$ cat src/rtl/mu0_pkg.sv
// Shared definitions for the MU0 boot loader: loader FSM states, MU0 opcodes, default sizes.
package mu0_pkg;

  localparam int MEM_DEPTH_DEF = 32;
  localparam int ADDR_W_DEF    = 12;
  localparam int DATA_W_DEF    = 16;

  typedef enum logic [3:0] {
    LEN_HI = 4'd0,
    LEN_LO = 4'd1,
    DAT_HI = 4'd2,
    DAT_LO = 4'd3,
    WRITE  = 4'd4,
    CHK_HI = 4'd5,
    CHK_LO = 4'd6,
    RUN    = 4'd7,
    ERR    = 4'd8
  } load_state_t;

  localparam logic [3:0] OP_LDA = 4'h0;
  localparam logic [3:0] OP_STO = 4'h1;
  localparam logic [3:0] OP_ADD = 4'h2;
  localparam logic [3:0] OP_SUB = 4'h3;
  localparam logic [3:0] OP_JMP = 4'h4;
  localparam logic [3:0] OP_JGE = 4'h5;
  localparam logic [3:0] OP_JNE = 4'h6;
  localparam logic [3:0] OP_STP = 4'h7;

  // Host words travel high byte first.
  function automatic logic [15:0] pack_bytes(input logic [7:0] hi, input logic [7:0] lo);
    return {hi, lo};
  endfunction

endpackage

$ cat src/rtl/mu0_byte_packer.sv
// Hi/lo byte register pair with a phase flag; assembles 16-bit words from the host byte stream.
module mu0_byte_packer
  import mu0_pkg::*;
(
  input  logic        clk,
  input  logic        rst,
  input  logic        take,
  input  logic [7:0]  in_byte,
  output logic [15:0] word,
  output logic [15:0] word_comb,
  output logic        word_valid
);

  logic       phase_reg;
  logic [7:0] hi_reg;
  logic [7:0] lo_reg;

  always_ff @(posedge clk) begin
    if (rst) begin
      phase_reg <= 1'b0;
      hi_reg    <= '0;
      lo_reg    <= '0;
    end else if (take) begin
      if (phase_reg) lo_reg <= in_byte;
      else           hi_reg <= in_byte;
      phase_reg <= ~phase_reg;
    end
  end

  // word_comb lets the FSM act on a word in the same cycle its low byte arrives.
  assign word       = pack_bytes(hi_reg, lo_reg);
  assign word_comb  = pack_bytes(hi_reg, in_byte);
  assign word_valid = take & phase_reg;

endmodule

$ cat src/rtl/mu0_boot_loader.sv
// Length-prefixed byte-stream image loader for MU0 memory; releases the CPU and hands it the bus.
// Optional trailing 16-bit checksum enabled by defining BOOT_CHECKSUM_EN.
module mu0_boot_loader
  import mu0_pkg::*;
#(
  parameter int MEM_DEPTH = MEM_DEPTH_DEF,
  parameter int ADDR_W    = ADDR_W_DEF,
  parameter int DATA_W    = DATA_W_DEF
) (
  input  logic              clk,
  input  logic              rst,
  input  logic              in_valid,
  input  logic [7:0]        in_byte,
  output logic              in_ready,
  input  logic [ADDR_W-1:0] cpu_addr,
  input  logic [DATA_W-1:0] cpu_wdata,
  input  logic              cpu_memrq,
  input  logic              cpu_rnw,
  output logic [ADDR_W-1:0] mem_addr,
  output logic [DATA_W-1:0] mem_wdata,
  output logic              mem_memrq,
  output logic              mem_rnw,
  output logic              cpu_rst_n,
  output logic              load_done,
  output logic              load_err
);

  localparam int CNT_W = $clog2(MEM_DEPTH + 1);
  localparam logic [15:0] MAX_LEN = 16'(MEM_DEPTH);

`ifdef BOOT_CHECKSUM_EN
  localparam load_state_t LOADED = CHK_HI;
`else
  localparam load_state_t LOADED = RUN;
`endif

  load_state_t      state_reg, state_next;
  logic [CNT_W-1:0] count_reg, count_next;
  logic [15:0]      len_reg, len_next;
  logic             cpu_rst_n_reg, load_done_reg, load_err_reg;
  logic             take, word_valid;
  logic [15:0]      word, word_comb;
`ifdef BOOT_CHECKSUM_EN
  logic [15:0]      sum_reg, sum_next;
`endif

  mu0_byte_packer u_packer (
    .clk        (clk),
    .rst        (rst),
    .take       (take),
    .in_byte    (in_byte),
    .word       (word),
    .word_comb  (word_comb),
    .word_valid (word_valid)
  );

  assign in_ready = (state_reg == LEN_HI) || (state_reg == LEN_LO) ||
                    (state_reg == DAT_HI) || (state_reg == DAT_LO) ||
                    (state_reg == CHK_HI) || (state_reg == CHK_LO);
  assign take     = in_valid & in_ready;

  always_comb begin
    state_next = state_reg;
    count_next = count_reg;
    len_next   = len_reg;
`ifdef BOOT_CHECKSUM_EN
    sum_next   = sum_reg;
`endif
    mem_addr   = '0;
    mem_wdata  = '0;
    mem_memrq  = 1'b0;
    mem_rnw    = 1'b1;
    case (state_reg)
      LEN_HI: if (take) state_next = LEN_LO;
      LEN_LO: begin
        if (word_valid) begin
          len_next = word_comb;
          if (word_comb == 16'h0000)  state_next = LOADED;
          else if (word_comb > MAX_LEN) state_next = ERR;
          else                          state_next = DAT_HI;
        end
      end
      DAT_HI: if (take) state_next = DAT_LO;
      DAT_LO: if (word_valid) state_next = WRITE;
      WRITE: begin
        mem_memrq  = 1'b1;
        mem_rnw    = 1'b0;
        mem_addr   = ADDR_W'(count_reg);
        mem_wdata  = DATA_W'(word);
        count_next = count_reg + CNT_W'(1);
`ifdef BOOT_CHECKSUM_EN
        sum_next   = sum_reg + word;
`endif
        state_next = (16'(count_next) == len_reg) ? LOADED : DAT_HI;
      end
`ifdef BOOT_CHECKSUM_EN
      CHK_HI: if (take) state_next = CHK_LO;
      CHK_LO: if (word_valid) state_next = (word_comb == sum_reg) ? RUN : ERR;
`endif
      RUN: begin
        // CPU owns the bus combinationally once the image is in place.
        mem_addr  = cpu_addr;
        mem_wdata = cpu_wdata;
        mem_memrq = cpu_memrq;
        mem_rnw   = cpu_rnw;
      end
      ERR:     state_next = ERR;
      default: state_next = LEN_HI;
    endcase
  end

  always_ff @(posedge clk) begin
    if (rst) begin
      state_reg     <= LEN_HI;
      count_reg     <= '0;
      len_reg       <= '0;
      cpu_rst_n_reg <= 1'b0;
      load_done_reg <= 1'b0;
      load_err_reg  <= 1'b0;
`ifdef BOOT_CHECKSUM_EN
      sum_reg       <= '0;
`endif
    end else begin
      state_reg     <= state_next;
      count_reg     <= count_next;
      len_reg       <= len_next;
      cpu_rst_n_reg <= (state_next == RUN);
      load_done_reg <= (state_next == RUN);
      load_err_reg  <= load_err_reg | (state_next == ERR);
`ifdef BOOT_CHECKSUM_EN
      sum_reg       <= sum_next;
`endif
    end
  end

  assign cpu_rst_n = cpu_rst_n_reg;
  assign load_done = load_done_reg;
  assign load_err  = load_err_reg;

endmodule
$ cat config.mk
export PLATFORM = sky130hd
export DESIGN_NAME = mu0_boot_loader
export DESIGN_NICKNAME = d
export VERILOG_FILES = /design/src/rtl/mu0_pkg.sv /design/src/rtl/mu0_byte_packer.sv /design/src/rtl/mu0_boot_loader.sv
export SDC_FILE = /design/constraint.sdc
export NUM_CORES = 1
export LEC_CHECK = 0
export CAP_MARGIN = 20
export CORE_MARGIN = 8
export CORE_UTILIZATION = 43
export DETAILED_ROUTE_END_ITERATION = 12
export PLACE_DENSITY_LB_ADDON = 0.15
export SYNTH_ARGS = -nofsm -noshare
export SYNTH_HDL_FRONTEND = slang
export SYNTH_HIERARCHICAL = 1
export SYNTH_SLANG_ARGS = --single-unit
$ cat constraint.sdc
create_clock -name clk -period 2.53 [get_ports clk]
set_input_delay 0.253 -clock clk [delete_from_list [all_inputs] [get_ports clk]]
set_output_delay 0.253 -clock clk [all_outputs]
set_load 0.01 [all_outputs]
Word level (Yosys, flattened, before mapping)
Cells that the tools add are included.

Magnitude comparators: 1. Multiplexer cells: 12. Reductions and logical operators: 10. Equality and inequality tests: 11. $add $sub $neg: 1. Bitwise logic cells: 4.

Operators by type and width (count): 16-bit one-hot mux with 2 select lines (1); 4-bit one-hot mux with 7 select lines (1); 4-bit two-way mux (6); 12-bit one-hot mux with 2 select lines (1); 4-bit by 3-bit equality test with 1-bit output, second input constant (5); 6-bit by 16-bit equality test with 1-bit output (1); 16-bit by 6-bit > comparator with 1-bit output, second input constant (1); 16-bit zero test (1); 4-bit by 2-bit equality test with 1-bit output, second input constant (2); 4-bit equality test, second input constant (2); 6-bit by 1-bit adder with 6-bit output, second input constant (1); 2-bit AND reduction (3); 1-bit logical OR (5); 4-bit by 1-bit equality test with 1-bit output, second input constant (1); 4-bit zero test (1); 1-bit one-hot mux with 2 select lines (2); 3-bit two-way mux (1); 1-bit AND (2); 1-bit inverter (1); 1-bit OR (1).

Bits in registers: 45. Word-level logic and storage cells: 47. Output and inout port bits: 34. Bits of input ports: 41.

Logic depth before layout (Yosys ltp)
Depth in word-level cells: 12. Gate-level depth with buffers: 11. Depth with buffers taken out: 10.

Hierarchy
The synthesis kept the hierarchy.

By module, submodules not included: mu0_boot_loader (instances 1, area an instance 1714.1 µm², cells each 194); mu0_byte_packer (instances 1, area an instance 824.5 µm², cells each 83).

Worst setup path after synthesis
OpenSTA, ideal clock, no wires.

Path type: register to register. Start point: reg state_reg[1]. End point: reg len_reg[0]. Arrival: 2.639 ns. Clock period less this slack: 2.767 ns. Stages on the path, launching flop included: 12. Slack: -0.237 ns. Buffers on the path: 2. Required time: 2.402 ns. Cell sequence: dfxtp_1 > clkbuf_1 > xnor2_1 > a21oi_1 > and2_1 > nand2_2 > inv_2 > nand2_1 > nor4_4 > buf_2 > mux2i_1 > nor2_1.

Longest elaborated chain between the ends: 9. Elaborated cells between the ends (all ways): 14.

Ends and longest elaborated chain: from (decl) (line mu0_boot_loader.sv:37) `load_state_t state_reg, state_next;`; from (signal assigned) (line mu0_boot_loader.sv:124) `state_reg <= state_next;`; 4-bit by 1-bit equality test with 1-bit output or 4-bit zero test (tied branches) (line mu0_boot_loader.sv:57) `assign in_ready = (state_reg == LEN_HI) || (state_reg == LEN_LO) ||`; 1-bit logical OR (2 in a row) (line mu0_boot_loader.sv:57); 1-bit logical OR (2 in a row) (line mu0_boot_loader.sv:58) `(state_reg == DAT_HI) || (state_reg == DAT_LO) ||`; 1-bit logical OR * (line mu0_boot_loader.sv:59) `(state_reg == CHK_HI) || (state_reg == CHK_LO);`; via in_ready (line mu0_boot_loader.sv:14) `output logic in_ready,`; 1-bit AND * (line mu0_boot_loader.sv:60) `assign take = in_valid & in_ready;`; via take (line mu0_boot_loader.sv:41) `logic take, word_valid;`; 1-bit AND * (line mu0_byte_packer.sv:33) `assign word_valid = take & phase_reg;`; via word_valid (line mu0_boot_loader.sv:41); 2-bit AND reduction (no source line) *; to (signal assigned) (line mu0_boot_loader.sv:126) `len_reg <= len_next;`; to (decl) (line mu0_boot_loader.sv:39) `logic [15:0] len_reg, len_next;`.

The timed path passes the listed nets; every way through them passes the cells marked *. A chain may end at the register's enable or synchronous reset.

Worst setup path after layout
Start point: reg state_reg[3]. End point: out mem_wdata[14].

Longest elaborated chain between the ends: 2. Elaborated cells between the ends (all ways): 3.

Ends and longest elaborated chain: 4-bit by 3-bit equality test with 1-bit output (line mu0_boot_loader.sv:73) `case (state_reg)`; 16-bit one-hot mux with 2 select lines * (line mu0_boot_loader.sv:73); to (decl) (line mu0_boot_loader.sv:20) `output logic [DATA_W-1:0] mem_wdata,`.

Mark *: on every way between the ends. The rest lies on a longest branch, timed or not.

==> results.ini <==
[run_status]
status=completed

[setup_path]
worst-r2r-cell-count=9
critical_path.reg2reg.startpoint=state_reg[0]
cp_endpoint_kind=output port
critical_path_arrival_ns=2.12
timing.critical_path.slowest_stage_cell=clkdlybuf4s50_1
crit_required_ns=2.28
crit_type=reg -> out
worst_path_dominant_cell_family=buffers and inverters
critical-path-top-cell-by-count=buf_4
crit_cells=5
worst_setup_start_kind=register
crit_chain=buf_4, nor4b_4, buf_4, a22o_1, clkdlybuf4s50_1
critical_path.n_buffers_inverters=3
critical_path_peak_fanout=19
max_stage_delay_ns=0.55
r2r_end=load_done
setup.reg_to_reg.worst_slack_ns=0.24

[min_path]
hold-path-endpoint=load_err
worst_min_delay_path_category=reg -> reg
min_delay_path_depth=1
worstHoldStart=load_err

[clock_tree]
cts_tree=done
bufs_on_longest_clock_path=2
numCtsBuffers=5
cts.clk_slew.worst_paths_ns=0.09
clk-insertion-delay-late_ns=0.31
cts.root.buffer_cell=clkbuf_8
post-cts-setup-buffer-count=0
tritoncts_num_sinks=45
h_tree_levels=2

[job]
maxCapViolations=0

[sta]
worst_clock_skew_ns=0.00948
setup_viol=0
finalCritPeriodShare_pct=93.8
timing.final.crit_period_ns=2.37
final-max-slew-violation-count=0
unrepaired_setup_endpoints_after_global_routing=no
final_hold_vios=0
max_clock_freq_mhz=422
fin_setup_tns_ns=0
worst_pin_slew_ns=0.542
worst_relative_slew_slack_pct=63.0

[grt]
grt.total_usage_pct=15.2
number_of_antenna_violations_at_the_first_check_in_global_routing=0
grt_pass1_wl_um=10700
globalRoute.totalOverflow=0
grt_start_max_net_pins=34
number_of_global_route_vias_before_repair=2071

[final_layout]
fillCellCount=549
n_antenna_cell=0
postLayoutCoreUtil_pct=58.0
seqCellArea_um2=902
post_layout_inst_area_um2=3370
multiInputGateArea_um2=1420
layout-drive-gt1-share_pct=10.7
synthToLayoutAreaGrowth_pct=32.9
flip_flop_count_of_the_largest_register_all_copies_and_words_added=16
num-nets-final=376

[yosys]
synth_async_sr_flop_share_pct=0
synth_enable_flop_cells=0
syn_nets=319
ys_ff_latch=45
netlist.top_cell.by_area=dfxtp_1
ys_seq_area_share_pct=35.5
ys_top_cells_by_area=dfxtp_1, mux2i_1, a22o_1, nand2b_1, buf_4
netlist-cell-type-count=41
ys_dominant_reg_cell=dfxtp_1
yosysWarningCount=6
synth_top_area_share_pct=35.5
number_of_instances_in_the_synthesized_netlist=277
synthMostInstantiatedCell=dfxtp_1
synth_top_cells_by_count=dfxtp_1, mux2i_1, nand2b_1, nor2_1, a22o_1
synthesized_cell_area_um2=2540
synthesis.area_per_instance_um2=9.16

[die]
die_h_um=92.8
die-area_um2=8620
core_region_area_um2=5820
chipWidth_um=92.8
start_util_pct=43.7
number_of_ports_placed_on_the_die_boundary=75
std_cell_rows=28

[place]
hpwl_um=5070
port-buffer-count=74
placement.cell_area_um2=3280
place_congestion=0.798

[routing]
initialDrtViolationCount=111
ant_nets=0
drtPass1Iterations=4
routed_wirelength_um=6580
total_number_of_vias=2107
vias_per_cell=5.14
routed_wire_length_per_instance_um=16.1
detail_route.drc_violations=0

[power]
static-leakage-power_nw=1.27
power.density_nw_per_um2=413
worst_case_vdd_ir_drop_uv=332
comb_power_share_pct=13.0
switching_share_of_power_pct=25.9
share_seq_of_total_power_pct=53.9
power_frac_clock_pct=33.1
internal_power_mw=1.03
switchingPower_mw=0.361

==> what timing repair did <==
action                     CTS  global route
hold buffers                 0             0
resized for setup            1             1
setup endpoints to repair    1             1
==> routing by layer <==
metal  up-vias  routed length, um  track usage, %
met5         -                  0               0
met4         0                 72            4.56
met3        10                388            4.05
met2        59               3100            23.9
met1       964               3020            19.8
li1       1074                  -               -
==> cell families after synthesis <==
group | after synthesis | share of synthesized area, %
compound gates | 46 | 14.5
xor+xnor | 13 | 4.48
fa+ha+maj | 1 | 0.493
buf+inv | 43 | 9.27
flops | 45 | 35.5
mux | 34 | 13.4
simple gates | 95 | 22.3
==> worst max-delay path by stage <==
stage / from / end / slack [ns]
2_1_floorplan: state_reg[1] / len_reg[0] / 0.009
3_3_place_gp: in_byte[1] / load_done / 0.19
3_5_place_dp: in_byte[6] / load_done / 0.12
4_1_cts: state_reg[1] / mem_wdata[14] / 0.11
5_1_grt: state_reg[3] / mem_wdata[10] / 0.05
6_report: state_reg[3] / mem_wdata[14] / 0.16
==> stage by stage <==
| step | setup slack [ns] | power [mW] | std cells | hold WS, ns |
|---|---|---|---|---|
| 5_1_grt | 0.0480 | 1.45 | 410 | 0.494 |
| 4_1_cts | 0.107 | 1.40 | 410 | 0.474 |
| 2_1_floorplan | 0.00862 | 0.870 | 277 | 0.429 |
| 3_5_place_dp | 0.117 | 0.948 | 402 | 0.454 |
| 3_3_place_gp | 0.195 | 0.947 | 402 | 0.436 |
| 6_report | 0.158 | 1.39 | 410 | 0.466 |
==> power groups by stage <==
stage	logic, mW	clock network [mW]	registers [mW]
after CTS	0.182	0.469	0.750
after global placement	0.180	0	0.766
after global routing	0.197	0.504	0.754
final	0.181	0.461	0.750
after detailed placement	0.181	0	0.767
after floorplan	0.114	0	0.756
==> area by class of cell <==
class / instances / share of cell area, %
clock inverters: 3 / 0.631
repair buffers: 87 / 25.0
clock buffers: 5 / 2.04
multi-input cells: 189 / 42.1
flip-flops and latches: 45 / 26.7
inverters: 6 / 0.742
well taps: 75 / 2.78
==> cells in the final DEF (no fill, tap or decap), types with 3 or more instances in the layout <==
cell type,Yosys,final
xor2_1,8,8
clkbuf_8,0,5
a21oi_1,8,7
xnor2_1,5,5
nand2b_1,27,27
buf_4,17,12
nor2_1,26,26
clkdlybuf4s50_1,0,74
and2_1,7,7
o21ai_0,3,3
nor4_1,3,3
nor4_2,3,3
nand2_1,8,8
nand4_1,4,4
mux2i_1,34,34
nor3_1,4,3
inv_1,4,4
dfxtp_1,45,44
a22o_1,23,23
Power figures use the tool's default switching activity.
